===== src/rtl/centroid_pkg.sv =====
// Shared types and derived constants for the thresholded-pixel centroid path.
// Contents: FSM state encoding, default geometry/width parameters, derived
// frame size and divider latency, and a latency helper for sibling blocks.
package centroid_pkg;

    typedef enum logic [1:0] {
        ST_IDLE    = 2'd0,
        ST_DIV_X   = 2'd1,
        ST_DIV_Y   = 2'd2,
        ST_PUBLISH = 2'd3
    } state_t;

    localparam int unsigned DEF_IMG_W      = 640;
    localparam int unsigned DEF_IMG_H      = 480;
    localparam int unsigned DEF_COLOR_W    = 12;
    localparam int unsigned DEF_THRESH     = 'h700;
    localparam int unsigned DEF_MIN_PIXELS = 16;
    localparam int unsigned DEF_ACC_W      = 28;
    localparam int unsigned DEF_CNT_W      = 19;

    // Centroid coordinate width on the output bus.
    localparam int unsigned OUT_W = 11;

    localparam int unsigned FRAME_PIX = DEF_IMG_W * DEF_IMG_H;
    localparam int unsigned DIV_LAT   = DEF_ACC_W + 1;

    // Start-to-done latency of seq_divider for a given dividend width.
    function automatic int unsigned div_latency(input int unsigned acc_w);
        return acc_w + 1;
    endfunction

endpackage


===== src/rtl/seq_divider.sv =====
// Restoring unsigned divider, one quotient bit per cycle.
// Ports: iCLK clock; iRST sync active-low reset; start sampled for one cycle;
// dividend (N bits) / divisor (D bits, nonzero); quotient (N bits, truncating);
// done pulses exactly N+1 cycles after the start cycle.
module seq_divider #(
    parameter int unsigned N = 28,
    parameter int unsigned D = 19
) (
    input  logic         iCLK,
    input  logic         iRST,
    input  logic         start,
    input  logic [N-1:0] dividend,
    input  logic [D-1:0] divisor,
    output logic [N-1:0] quotient,
    output logic         done
);

    localparam int unsigned CW = $clog2(N + 1);

    logic [D-1:0]  rem;
    logic [CW-1:0] steps;
    logic          busy;
    logic [D:0]    trial;
    logic          ge;
    logic [D-1:0]  rem_nxt;

    // Shift next dividend bit into the partial remainder and try a subtract.
    always_comb begin
        trial   = {rem, quotient[N-1]};
        ge      = (trial >= {1'b0, divisor});
        rem_nxt = ge ? D'(trial - {1'b0, divisor}) : trial[D-1:0];
    end

    // Iteration state; the quotient register doubles as the dividend shifter.
    always_ff @(posedge iCLK) begin
        if (!iRST) begin
            rem      <= '0;
            quotient <= '0;
            steps    <= '0;
            busy     <= 1'b0;
            done     <= 1'b0;
        end else begin
            done <= 1'b0;
            if (start) begin
                rem      <= '0;
                quotient <= dividend;
                steps    <= CW'(N);
                busy     <= 1'b1;
            end else if (busy) begin
                rem      <= rem_nxt;
                quotient <= {quotient[N-2:0], ge};
                steps    <= steps - CW'(1);
                if (steps == CW'(1)) begin
                    busy <= 1'b0;
                    done <= 1'b1;
                end
            end
        end
    end

endmodule


===== src/rtl/centroid_frame_ctrl.sv =====
// Frame-level centroid controller: raster tracking, thresholded X/Y/count
// accumulation, end-of-frame snapshot and two sequential divides (X then Y).
// Ports: iCLK clock; iRST sync active-low reset; iColor pixel intensity;
// iDVAL pixel valid; iFVAL frame valid (low aborts the frame);
// oX/oY centroid; oFound enough hits in last frame; oDVAL one-cycle result
// pulse; oBusy FSM not idle; oOverrun one-cycle pulse on a dropped frame end.
module centroid_frame_ctrl
    import centroid_pkg::*;
#(
    parameter int unsigned IMG_W      = DEF_IMG_W,
    parameter int unsigned IMG_H      = DEF_IMG_H,
    parameter int unsigned COLOR_W    = DEF_COLOR_W,
    parameter int unsigned THRESH     = DEF_THRESH,
    parameter int unsigned MIN_PIXELS = DEF_MIN_PIXELS,
    parameter int unsigned ACC_W      = DEF_ACC_W,
    parameter int unsigned CNT_W      = DEF_CNT_W
) (
    input  logic               iCLK,
    input  logic               iRST,
    input  logic [COLOR_W-1:0] iColor,
    input  logic               iDVAL,
    input  logic               iFVAL,
    output logic [OUT_W-1:0]   oX,
    output logic [OUT_W-1:0]   oY,
    output logic               oFound,
    output logic               oDVAL,
    output logic               oBusy,
    output logic               oOverrun
);

    localparam int unsigned X_W = (IMG_W > 1) ? $clog2(IMG_W) : 1;
    localparam int unsigned Y_W = (IMG_H > 1) ? $clog2(IMG_H) : 1;

    state_t             state;
    logic [X_W-1:0]     x;
    logic [Y_W-1:0]     y;
    logic [ACC_W-1:0]   sum_x;
    logic [ACC_W-1:0]   sum_y;
    logic [CNT_W-1:0]   cnt;
    logic [ACC_W-1:0]   snap_x;
    logic [ACC_W-1:0]   snap_y;
    logic [CNT_W-1:0]   snap_cnt;
    logic [OUT_W-1:0]   qx;

    logic               pix;
    logic               hit;
    logic               x_last;
    logic               y_last;
    logic               fe;
    logic [ACC_W-1:0]   sum_x_nxt;
    logic [ACC_W-1:0]   sum_y_nxt;
    logic [CNT_W-1:0]   cnt_nxt;

    logic               div_start;
    logic [ACC_W-1:0]   div_dividend;
    logic [ACC_W-1:0]   div_quotient;
    logic               div_done;
    logic               unused_q_hi;

    // Per-pixel qualifiers and accumulator values including the current pixel.
    always_comb begin
        pix       = iDVAL & iFVAL;
        hit       = pix && (iColor > COLOR_W'(THRESH));
        x_last    = (x == X_W'(IMG_W - 1));
        y_last    = (y == Y_W'(IMG_H - 1));
        fe        = pix & x_last & y_last;
        sum_x_nxt = sum_x + (hit ? ACC_W'(x) : '0);
        sum_y_nxt = sum_y + (hit ? ACC_W'(y) : '0);
        cnt_nxt   = cnt + (hit ? CNT_W'(1) : '0);
    end

    // Raster position and live accumulators; frame-valid low resynchronises.
    always_ff @(posedge iCLK) begin
        if (!iRST || !iFVAL) begin
            x     <= '0;
            y     <= '0;
            sum_x <= '0;
            sum_y <= '0;
            cnt   <= '0;
        end else if (pix) begin
            if (x_last) begin
                x <= '0;
                y <= y_last ? '0 : y + Y_W'(1);
            end else begin
                x <= x + X_W'(1);
            end
            if (fe) begin
                sum_x <= '0;
                sum_y <= '0;
                cnt   <= '0;
            end else begin
                sum_x <= sum_x_nxt;
                sum_y <= sum_y_nxt;
                cnt   <= cnt_nxt;
            end
        end
    end

    // Result sequencer: snapshot, divide X, divide Y, publish.
    // Outputs are loaded on entry to PUBLISH so oDVAL lines up with that state.
    always_ff @(posedge iCLK) begin
        if (!iRST) begin
            state     <= ST_IDLE;
            snap_x    <= '0;
            snap_y    <= '0;
            snap_cnt  <= '0;
            qx        <= '0;
            div_start <= 1'b0;
            oX        <= '0;
            oY        <= '0;
            oFound    <= 1'b0;
            oDVAL     <= 1'b0;
            oBusy     <= 1'b0;
            oOverrun  <= 1'b0;
        end else begin
            div_start <= 1'b0;
            oDVAL     <= 1'b0;
            oOverrun  <= 1'b0;
            unique case (state)
                ST_IDLE: begin
                    if (fe) begin
                        snap_x   <= sum_x_nxt;
                        snap_y   <= sum_y_nxt;
                        snap_cnt <= cnt_nxt;
                        oBusy    <= 1'b1;
                        if (cnt_nxt >= CNT_W'(MIN_PIXELS)) begin
                            state     <= ST_DIV_X;
                            div_start <= 1'b1;
                        end else begin
                            state  <= ST_PUBLISH;
                            oFound <= 1'b0;
                            oDVAL  <= 1'b1;
                        end
                    end
                end
                ST_DIV_X: begin
                    if (div_done) begin
                        qx        <= div_quotient[OUT_W-1:0];
                        div_start <= 1'b1;
                        state     <= ST_DIV_Y;
                    end
                end
                ST_DIV_Y: begin
                    if (div_done) begin
                        oX     <= qx;
                        oY     <= div_quotient[OUT_W-1:0];
                        oFound <= 1'b1;
                        oDVAL  <= 1'b1;
                        state  <= ST_PUBLISH;
                    end
                end
                ST_PUBLISH: begin
                    state <= ST_IDLE;
                    oBusy <= 1'b0;
                end
                default: begin
                    state <= ST_IDLE;
                    oBusy <= 1'b0;
                end
            endcase
            // A frame end while busy (including PUBLISH) is dropped.
            if (fe && (state != ST_IDLE)) begin
                oOverrun <= 1'b1;
            end
        end
    end

    assign div_dividend = (state == ST_DIV_Y) ? snap_y : snap_x;

    // Quotient MSBs are zero whenever the accumulator widths are valid.
    assign unused_q_hi = ^div_quotient[ACC_W-1:OUT_W];

    seq_divider #(
        .N (ACC_W),
        .D (CNT_W)
    ) u_div (
        .iCLK     (iCLK),
        .iRST     (iRST),
        .start    (div_start),
        .dividend (div_dividend),
        .divisor  (snap_cnt),
        .quotient (div_quotient),
        .done     (div_done)
    );

endmodule


===== config.mk =====
export PLATFORM = sky130hd
export DESIGN_NAME = centroid_frame_ctrl
export DESIGN_NICKNAME = d
export VERILOG_FILES = /design/src/rtl/centroid_pkg.sv /design/src/rtl/seq_divider.sv /design/src/rtl/centroid_frame_ctrl.sv
export SDC_FILE = /design/constraint.sdc
export NUM_CORES = 1
export LEC_CHECK = 0
export ABC_CLOCK_PERIOD_IN_PS = 5010
export CORE_ASPECT_RATIO = 0.6
export CORE_MARGIN = 2
export CORE_UTILIZATION = 43
export CTS_CLUSTER_DIAMETER = 150
export CTS_CLUSTER_SIZE = 25
export DETAILED_ROUTE_END_ITERATION = 7
export SYNTH_ARGS = -nofsm -noshare
export SYNTH_HDL_FRONTEND = slang
export SYNTH_HIERARCHICAL = 1
export SYNTH_SLANG_ARGS = --single-unit

===== constraint.sdc =====
create_clock -name iCLK -period 5.01 [get_ports iCLK]
set_input_delay 1.503 -clock iCLK [delete_from_list [all_inputs] [get_ports iCLK]]
set_output_delay 1.503 -clock iCLK [all_outputs]
set_load 0.01 [all_outputs]

* Word-level counts from Yosys, hierarchy flattened
Index checks and enable logic that the tools add are counted.
Storage, ports and cells: register bits after elaboration 263, bits of input ports 16
Operators by class: bitwise logic cells 5, reductions and logical operators 19, muxes and demuxes 37, magnitude comparators 3, eq/ne operators 10, $add $sub $neg 7
Operators by type and width (count):
- 2-to-1 mux 28 bit | 5
- 2-to-1 mux 19 bit | 2
- adder 28 x 10 -> 28 bit | 1
- adder 28 x 9 -> 28 bit | 1
- >= comparator 20 x 19 -> 1 bit | 1
- 2-to-1 mux 10 bit | 2
- adder 19 x 1 -> 19 bit | 1
- >= comparator 19 x 5 -> 1 bit, second input constant | 1
- subtractor 19 bit | 1
- 2-to-1 mux 9 bit | 2
- 2-to-1 mux 1 bit | 15
- greater-than comparator 12 x 11 -> 1 bit, second input constant | 1
- adder 10 x 1 -> 10 bit, second input constant | 1
- equality test 10 bit, second input constant | 1
- 2-to-1 mux 5 bit | 2
- AND reduction 2 bit | 5
- adder 9 x 1 -> 9 bit, second input constant | 1
- equality test 9 bit, second input constant | 1
- 2-to-1 mux 2 bit | 4
- one-hot mux 1 bit (2 select lines) | 4
- one-hot mux 2 bit (4 select lines) | 1
- nonzero test 2 bit | 4
- equality test 5 x 1 -> 1 bit, second input constant | 1
- subtractor 5 x 1 -> 5 bit, second input constant | 1
- 14 further kinds | 22

* Logic depth before layout (Yosys ltp)
Gate-level depths: netlist of the first run.
depth in word-level cells 8, depth in mapped cells 16

* Hierarchy
The synthesis of the first run kept the hierarchy.
Modules (own cells, without submodules):
- centroid_frame_ctrl | instances 1, area an instance 10497.6 um2, cells an instance 1277
- seq_divider | instances 1, area an instance 3502.1 um2, cells an instance 429

* Worst setup path after synthesis of the first run
OpenSTA, ideal clock, no wires.
path kind input-to-reg, start input iColor[0], end register snap_x[24], data arrival time 4414 ps, data required time 4924 ps, slack 511 ps, stages on the path 16, path through nor4_1 -> nand2_1 -> a41oi_1 -> nor2_1 -> clkbuf_1 -> and2_1 -> ha_1 -> fa_1 -> a21o_1 -> a21oi_1 -> o211ai_1 -> and3_1 -> buf_4 -> and3_2 -> xnor2_1 -> a211oi_1
On the way: word-level cells in the longest chain between the ends 4
RTL lines:
- start: declaration | line centroid_frame_ctrl.sv:20 | input logic [COLOR_W-1:0] iColor,
- greater-than comparator 12 x 11 -> 1 bit | line centroid_frame_ctrl.sv:63 | hit = pix && (iColor > COLOR_W'(THRESH));
- logical AND 1 bit | line centroid_frame_ctrl.sv:63
- 2-to-1 mux 10 bit | line centroid_frame_ctrl.sv:67 | sum_x_nxt = sum_x + (hit ? ACC_W'(x) : '0);
- adder 28 x 10 -> 28 bit | line centroid_frame_ctrl.sv:67
- end signal: assignment | line centroid_frame_ctrl.sv:122 | snap_x <= sum_x_nxt;
- end: declaration | line centroid_frame_ctrl.sv:40 | logic [ACC_W-1:0] snap_x;
Every way passes these cells. A chain may end at the register's enable or synchronous reset.

* Worst setup path after layout of the first run
start input iColor[0], end register snap_y[20]
On the way: word-level cells in the longest chain between the ends 4
RTL lines:
- greater-than comparator 12 x 11 -> 1 bit | line centroid_frame_ctrl.sv:63
- logical AND 1 bit | line centroid_frame_ctrl.sv:63
- 2-to-1 mux 9 bit | line centroid_frame_ctrl.sv:68 | sum_y_nxt = sum_y + (hit ? ACC_W'(y) : '0);
- adder 28 x 9 -> 28 bit | line centroid_frame_ctrl.sv:68
- end signal: assignment | line centroid_frame_ctrl.sv:123 | snap_y <= sum_y_nxt;
- end: declaration | line centroid_frame_ctrl.sv:41 | logic [ACC_W-1:0] snap_y;
Every way passes these cells.

==> impl_metrics.py, run 1 <==
metrics = {
    "placed_design": {
        "dpl_cell_area_mm2": 0.0150,
        "place.gp.congestion": 0.877,
        "dpl_worst_slack_ns": -0.325,
        "post-dp-hpwl_mm": 25.8,
        "place_inst": 2127,
        "io_buffers": 41,
    },
    "min_path": {
        "min_from": "oY[0]",
        "hold_class": "reg -> reg",
    },
    "sta": {
        "period_minus_slack_ns": 4.61,
        "finalSetupViolations": 0,
        "timing.final.crit_share_pct": 92.1,
        "setup_ws_ns": 0.396,
        "setup_tns_ns": 0,
        "hold_viol": 0,
        "fin_skew_ns": 0.0279,
        "drv_slew": 0,
        "worst_pin_slew_ns": 1.13,
        "rsz0062_at_grt": "false",
        "holdWs_ns": 0.457,
        "fmax_mhz": 217,
        "slew_headroom_pct": 24.9,
    },
    "yosys": {
        "synthCells": 1706,
        "synth-simple-area-share_pct": 21.5,
        "synth_area_leaders": "dfxtp_1 38%, nand2_1 5.6%, a21oi_1 5.5%",
        "synth_top_family_by_area": "simple AND/OR/NAND/NOR gates",
        "syn_nets": 1773,
        "yosysMostFrequentCell": "dfxtp_1",
        "synth_mux_area_share_pct": 5.42,
        "synth-compound-area-share_pct": 19.8,
        "avgSynthCellArea_um2": 8.21,
        "synth_xor_area_share_pct": 6.13,
        "ys_seq_area_share_pct": 37.6,
        "synth-edff-count": 0,
        "synth-main-ff-cell": "dfxtp_1",
        "synth_fa_ha_area_share_pct": 4.72,
        "synth_top_area_share_pct": 37.6,
        "netlist_area_mm2": 0.0140,
        "ys_types": 85,
        "yosys_warnings": 6,
        "async_reset_ff_share_pct": 0,
        "synthTopCellsByCount": "263 x dfxtp_1, 207 x nand2_1, 153 x a21oi_1",
        "synth_seq_cells": 263,
        "synth_top_area_cell": "dfxtp_1",
    },
    "global_routing": {
        "grt_pass1_vias": 10900,
        "antenna_found_initial": 0,
        "grtUsageTotal_pct": 21.2,
        "grt-ovfl-total": 0,
        "grt_pass1_wl_mm": 59.1,
        "grt_max_degree": 62,
    },
    "clock_network": {
        "cts_tree": "built",
        "numCtsBuffers": 14,
        "cts-htree-levels": 1,
        "cts_buffer_depth": 3,
        "clkTransAtPathRegs_ns": 0.09,
        "cts_setup_buffers": 0,
        "clk_latency_ns": 0.51,
        "cts_hold_buf": 0,
        "clock_sinks": 263,
        "root_buffer": "clkbuf_16",
    },
    "critical_path": {
        "worst-r2r-cell-count": 11,
        "cp_max_fo": 13,
        "r2r_end": "u_div/rem[1]",
        "critical_path_class": "in -> reg",
        "worst-endpoint-required_ns": 5.42,
        "cp-endpoint": "snap_y[20]",
        "arrival_ns": 5.02,
        "r2r_slack_ns": 1.89,
        "worstSetupEndpointType": "register",
        "cp-startpoint": "iColor[0]",
        "rr_startpoint": "u_div/quotient[27]",
        "critPathLaunchType": "primary input",
    },
    "power_and_ir_drop": {
        "power_per_cell_area_mw_per_mm2": 224,
        "p_leak_nw": 5.41,
        "worst_ir_drop_vdd_v": 0.000166,
        "total_power_mw": 3.45,
    },
    "drt": {
        "totalWireLength_mm": 36.3,
        "wl_per_cell_um": 16.9,
        "via_per_inst": 5.60,
        "first_pass_iters": 6,
        "drt_iter0_drc": 1021,
        "drc": 0,
        "ant_nets": 0,
        "vias": 12000,
    },
    "run": {
        "drv_cap": 0,
    },
    "cells_and_area": {
        "syn_to_final_growth_pct": 10.0,
        "drive_gt1_share_pct": 9.13,
        "antennaDiodeCount": 0,
        "fill_cells": 3146,
        "regArea_mm2": 0.00527,
        "multi_input_area_mm2": 0.00807,
        "finish.utilization_pct": 47.8,
        "num-nets-final": 1786,
        "fin_area_mm2": 0.0154,
        "instances_no_fill": 2143,
    },
    "outcome": {
        "status": "finished clean",
    },
    "floorplanning": {
        "start_util_pct": 43.4,
        "dieWidth_um": 237,
        "die_y_um": 144,
        "core_area_mm2": 0.0322,
        "std_cell_rows": 51,
        "io_pins": 42,
        "dieArea_mm2": 0.0341,
    },
}
flip-flops by register name (all words and copies together), names as in the netlist, 5 cells and up:
| signal | flops |
|---|---|
| snap_x | 28 |
| snap_y | 28 |
| sum_x | 28 |
| sum_y | 28 |
| u_div/quotient | 28 |
| cnt | 19 |
| snap_cnt | 19 |
| u_div/rem | 19 |
| oX | 11 |
| oY | 11 |
| qx | 11 |
| x | 10 |
| y | 9 |
| u_div/steps | 5 |
cell usage in the layout (no fill, tap or decap), types with 4 or more instances in the layout:
cell type / n
inv_1: 49
and2_1: 62
nand3b_1: 11
a22o_1: 4
a211oi_1: 56
and3_1: 16
nand4_1: 19
a21o_1: 19
mux2_2: 31
nor4_1: 7
clkdlybuf4s50_1: 40
nand3_1: 56
a31oi_1: 21
xor2_1: 39
o21ai_1: 14
and4_1: 7
xnor2_1: 59
dfxtp_1: 261
o21ai_0: 102
mux2i_1: 41
buf_4: 67
ha_1: 48
o211ai_1: 5
nand2_2: 5
clkbuf_16: 15
nand2b_1: 11
a21oi_1: 153
nor2_1: 128
a41oi_1: 5
o21bai_1: 5
o31ai_1: 7
a22oi_1: 11
nand2_1: 206
o21a_1: 7
nor3_1: 26
or3_1: 25
report_power, final:
part	internal [mW]	leakage, nW	total (mW)	switching [mW]
registers	2.09	2.12	2.09	0.000797
clock network	0.546	0.192	1.26	0.714
logic	0.0274	3.10	0.102	0.0744
repair_timing:
action	4_1_cts	5_1_grt
hold endpoints to repair	0	0
resized for setup	0	2
setup endpoints to repair	0	11
worst max-delay path: stages:
cell and delay [ns]:
clkdlybuf4s50_1 0.41, nor4_2 0.27, nand2_1 0.09, a41oi_1 0.26, nor2_2 0.15, buf_4 0.19
and2_1 0.18, fa_1 0.42, a21o_1 0.17, a21oi_1 0.27, o21bai_1 0.18, a31o_2 0.34
and3_1 0.23, xnor2_1 0.13, a211oi_1 0.22
routing by layer:
metal,up-vias,global-route usage [%],wire length (µm)
met3,32,2.17,1490
met2,245,32.8,15100
met1,5702,32.1,19100
met4,0,3.56,565
met5,-,0,0
li1,6025,-,-
layout make-up:
type | instances | share of cell area (%)
Clock buffer | 15 | 2.44
Clock inverter | 1 | 0.106
Inverter | 50 | 1.23
Multi-Input combinational cell | 1280 | 52.4
Sequential cell | 263 | 34.2
Tap cell | 424 | 3.44
Timing Repair Buffer | 110 | 6.16
logic make-up (layout without fill, tap and decap cells):
| family | count (synthesis) | count (layout) |
|---|---|---|
| buffers and inverters | 163 | 176 |
| DFF | 263 | 263 |
| AOI/OAI and AO/OA | 447 | 447 |
| adders and majority gates | 51 | 51 |
| xor gates and xnor gates | 98 | 98 |
| and+or+nand+nor | 612 | 612 |
| muxes | 72 | 72 |
how the worst min path moves through the flow:
stage,cells after the start,slack [ns],endpoint
after floorplan,2,0.43,sum_x[5]
after global placement,2,0.44,snap_y[5]
after detailed placement,2,0.45,oX[4]
after CTS,2,0.46,oY[0]
after global routing,2,0.47,oX[4]
final,2,0.46,oY[0]
No activity file was read; power rests on OpenSTA's default activity.
==> inputs of run 2 (changes only) <==
--- a/config.mk
+++ b/config.mk
@@ -7,7 +7,6 @@
 export LEC_CHECK = 0
 export ABC_CLOCK_PERIOD_IN_PS = 5010
 export CORE_ASPECT_RATIO = 0.6
-export CORE_MARGIN = 2
 export CORE_UTILIZATION = 43
 export CTS_CLUSTER_DIAMETER = 150
 export CTS_CLUSTER_SIZE = 25
==> run 2 against run 1 <==
  * Combinational power is essentially flat
  * Sequential power is essentially flat
  * First-iteration DRC count fell by 17%
  * Via count down 0.36%
  * Critical path type unchanged
==> impl_metrics.py, run 2 (same netlist as run 1, synthesis figures left out) <==
metrics = {
    "outcome": {
        "status": "finished clean",
    },
    "critical_path": {
        "rr_startpoint": "u_div/quotient[27]",
        "r2r_end": "u_div/rem[6]",
        "critical_path_class": "in -> reg",
        "arrival_ns": 5.04,
        "r2r_slack_ns": 1.78,
        "cp_max_fo": 14,
        "worst-endpoint-required_ns": 5.46,
        "worstSetupEndpointType": "register",
        "critPathLaunchType": "primary input",
        "worst-r2r-cell-count": 11,
    },
    "floorplanning": {
        "die_y_um": 142,
        "start_util_pct": 44.3,
        "std_cell_rows": 50,
        "dieWidth_um": 235,
        "dieArea_mm2": 0.0333,
        "core_area_mm2": 0.0316,
        "io_pins": 42,
    },
    "power_and_ir_drop": {
        "total_power_mw": 3.43,
        "p_leak_nw": 5.39,
        "power_per_cell_area_mw_per_mm2": 224,
        "worst_ir_drop_vdd_v": 0.000213,
        "power_frac_seq_pct": 60.9,
        "clockPowerShare_pct": 36.2,
        "p_switching_mw": 0.798,
        "netSwitchingFraction_pct": 23.2,
        "p_int_mw": 2.64,
        "combPwrFrac_pct": 2.9,
    },
    "global_routing": {
        "grt_pass1_wl_mm": 60.4,
        "grt_max_degree": 62,
        "use_met2_pct": 34.5,
        "antenna_found_initial": 0,
        "use_met1_pct": 33.3,
        "grt.busiest_layer": "met2",
        "grt_pass1_vias": 11100,
        "grtUsageTotal_pct": 22.2,
        "grt-ovfl-total": 0,
        "grtUsageMet3_pct": 2.72,
    },
    "sta": {
        "hold_viol": 0,
        "period_minus_slack_ns": 4.60,
        "fin_skew_ns": 0.0351,
        "timing.final.crit_share_pct": 91.7,
        "rsz0062_at_grt": "false",
        "drv_slew": 0,
        "worst_pin_slew_ns": 1.11,
        "fmax_mhz": 218,
        "finalSetupViolations": 0,
        "slew_headroom_pct": 25.8,
        "holdWs_ns": 0.458,
    },
    "drt": {
        "vias": 12000,
        "wl_per_cell_um": 17.2,
        "drc": 0,
        "drt_iter0_drc": 852,
        "first_pass_iters": 7,
        "totalWireLength_mm": 36.6,
        "via_per_inst": 5.61,
        "ant_nets": 0,
    },
    "clock_network": {
        "clock_sinks": 263,
        "numCtsBuffers": 14,
        "cts_buffer_depth": 3,
        "root_buffer": "clkbuf_16",
        "cts_resized": 0,
        "cts_hold_buf": 0,
        "cts_setup_buffers": 0,
        "clk_latency_ns": 0.53,
        "cts-htree-levels": 1,
        "clkTransAtPathRegs_ns": 0.10,
        "cts_tree": "built",
    },
    "min_path": {
        "hold_class": "reg -> reg",
        "hold_end": "oX[5]",
        "min_path_cells": 2,
        "min_from": "qx[5]",
    },
    "cells_and_area": {
        "num-nets-final": 1782,
        "drive_gt1_share_pct": 8.86,
        "antennaDiodeCount": 0,
        "finish.utilization_pct": 48.6,
        "most-common-layout-cells": "261 x dfxtp_1, 206 x nand2_1, 153 x a21oi_1",
        "syn_to_final_growth_pct": 9.70,
        "final_common_cell": "dfxtp_1",
    },
    "placed_design": {
        "post-dp-hpwl_mm": 26.1,
        "place.gp.congestion": 0.906,
        "io_buffers": 41,
    },
    "run": {
        "drv_cap": 0,
    },
}
run 2: power by group through the flow:
stage	combinational, mW	clock (mW)	sequential (mW)
after floorplan	0.0513	0	2.14
after global placement	0.100	0	2.14
after global routing	0.110	1.35	2.09
after detailed placement	0.100	0	2.14
final	0.101	1.24	2.09
after CTS	0.101	1.28	2.09
run 2: metrics by stage:
step	setup WS, ns	cells	setup TNS [ns]	instance area [µm²]
after floorplan	0.511	1706	0	14000
after global placement	-0.273	2115	-3.02	15000
after global routing	0.109	2131	0	15400
after CTS	0.182	2131	0	15400
after detailed placement	-0.351	2115	-3.52	15000
final	0.414	2131	0	15400
run 2: cell type report:
class	count	area [µm²]
tap	416	520
timing repair buffer	106	931
clock buffer	14	350
multi-input combinational	1280	8070
clock inverter	2	32.5
sequential	263	5270
fill	3023	16200
inverter	50	189
run 2: how the worst max path moves through the flow:
| stage | from | end | slack (ns) |
|---|---|---|---|
| after floorplan | iColor[0] | snap_x[24] | 0.51 |
| after global placement | iColor[1] | oFound | -0.27 |
| after detailed placement | iColor[1] | oFound | -0.35 |
| after CTS | iColor[1] | oFound | 0.18 |
| after global routing | iColor[1] | oFound | 0.11 |
| final | iColor[5] | snap_x[24] | 0.41 |
run 2: layer usage:
metal / share of wire (%) / wire [µm] / up-vias
met1: 53 / 19200 / 5684
met5: 0 / 0 / -
met4: 1.0 / 379 / 0
met2: 42 / 15500 / 228
met3: 4.1 / 1510 / 30
li1: - / - / 6019
run 2: worst max-delay path: stages:
cell	delay (ns)
clkdlybuf4s50_1	0.40
nor4_1	0.28
nand2_1	0.08
a41oi_1	0.26
nor2_2	0.15
and2_1	0.19
ha_1	0.20
fa_1	0.39
a21o_1	0.17
a21oi_1	0.25
o211ai_1	0.22
and3_1	0.30
and3_2	0.27
xnor2_1	0.13
a211oi_1	0.23
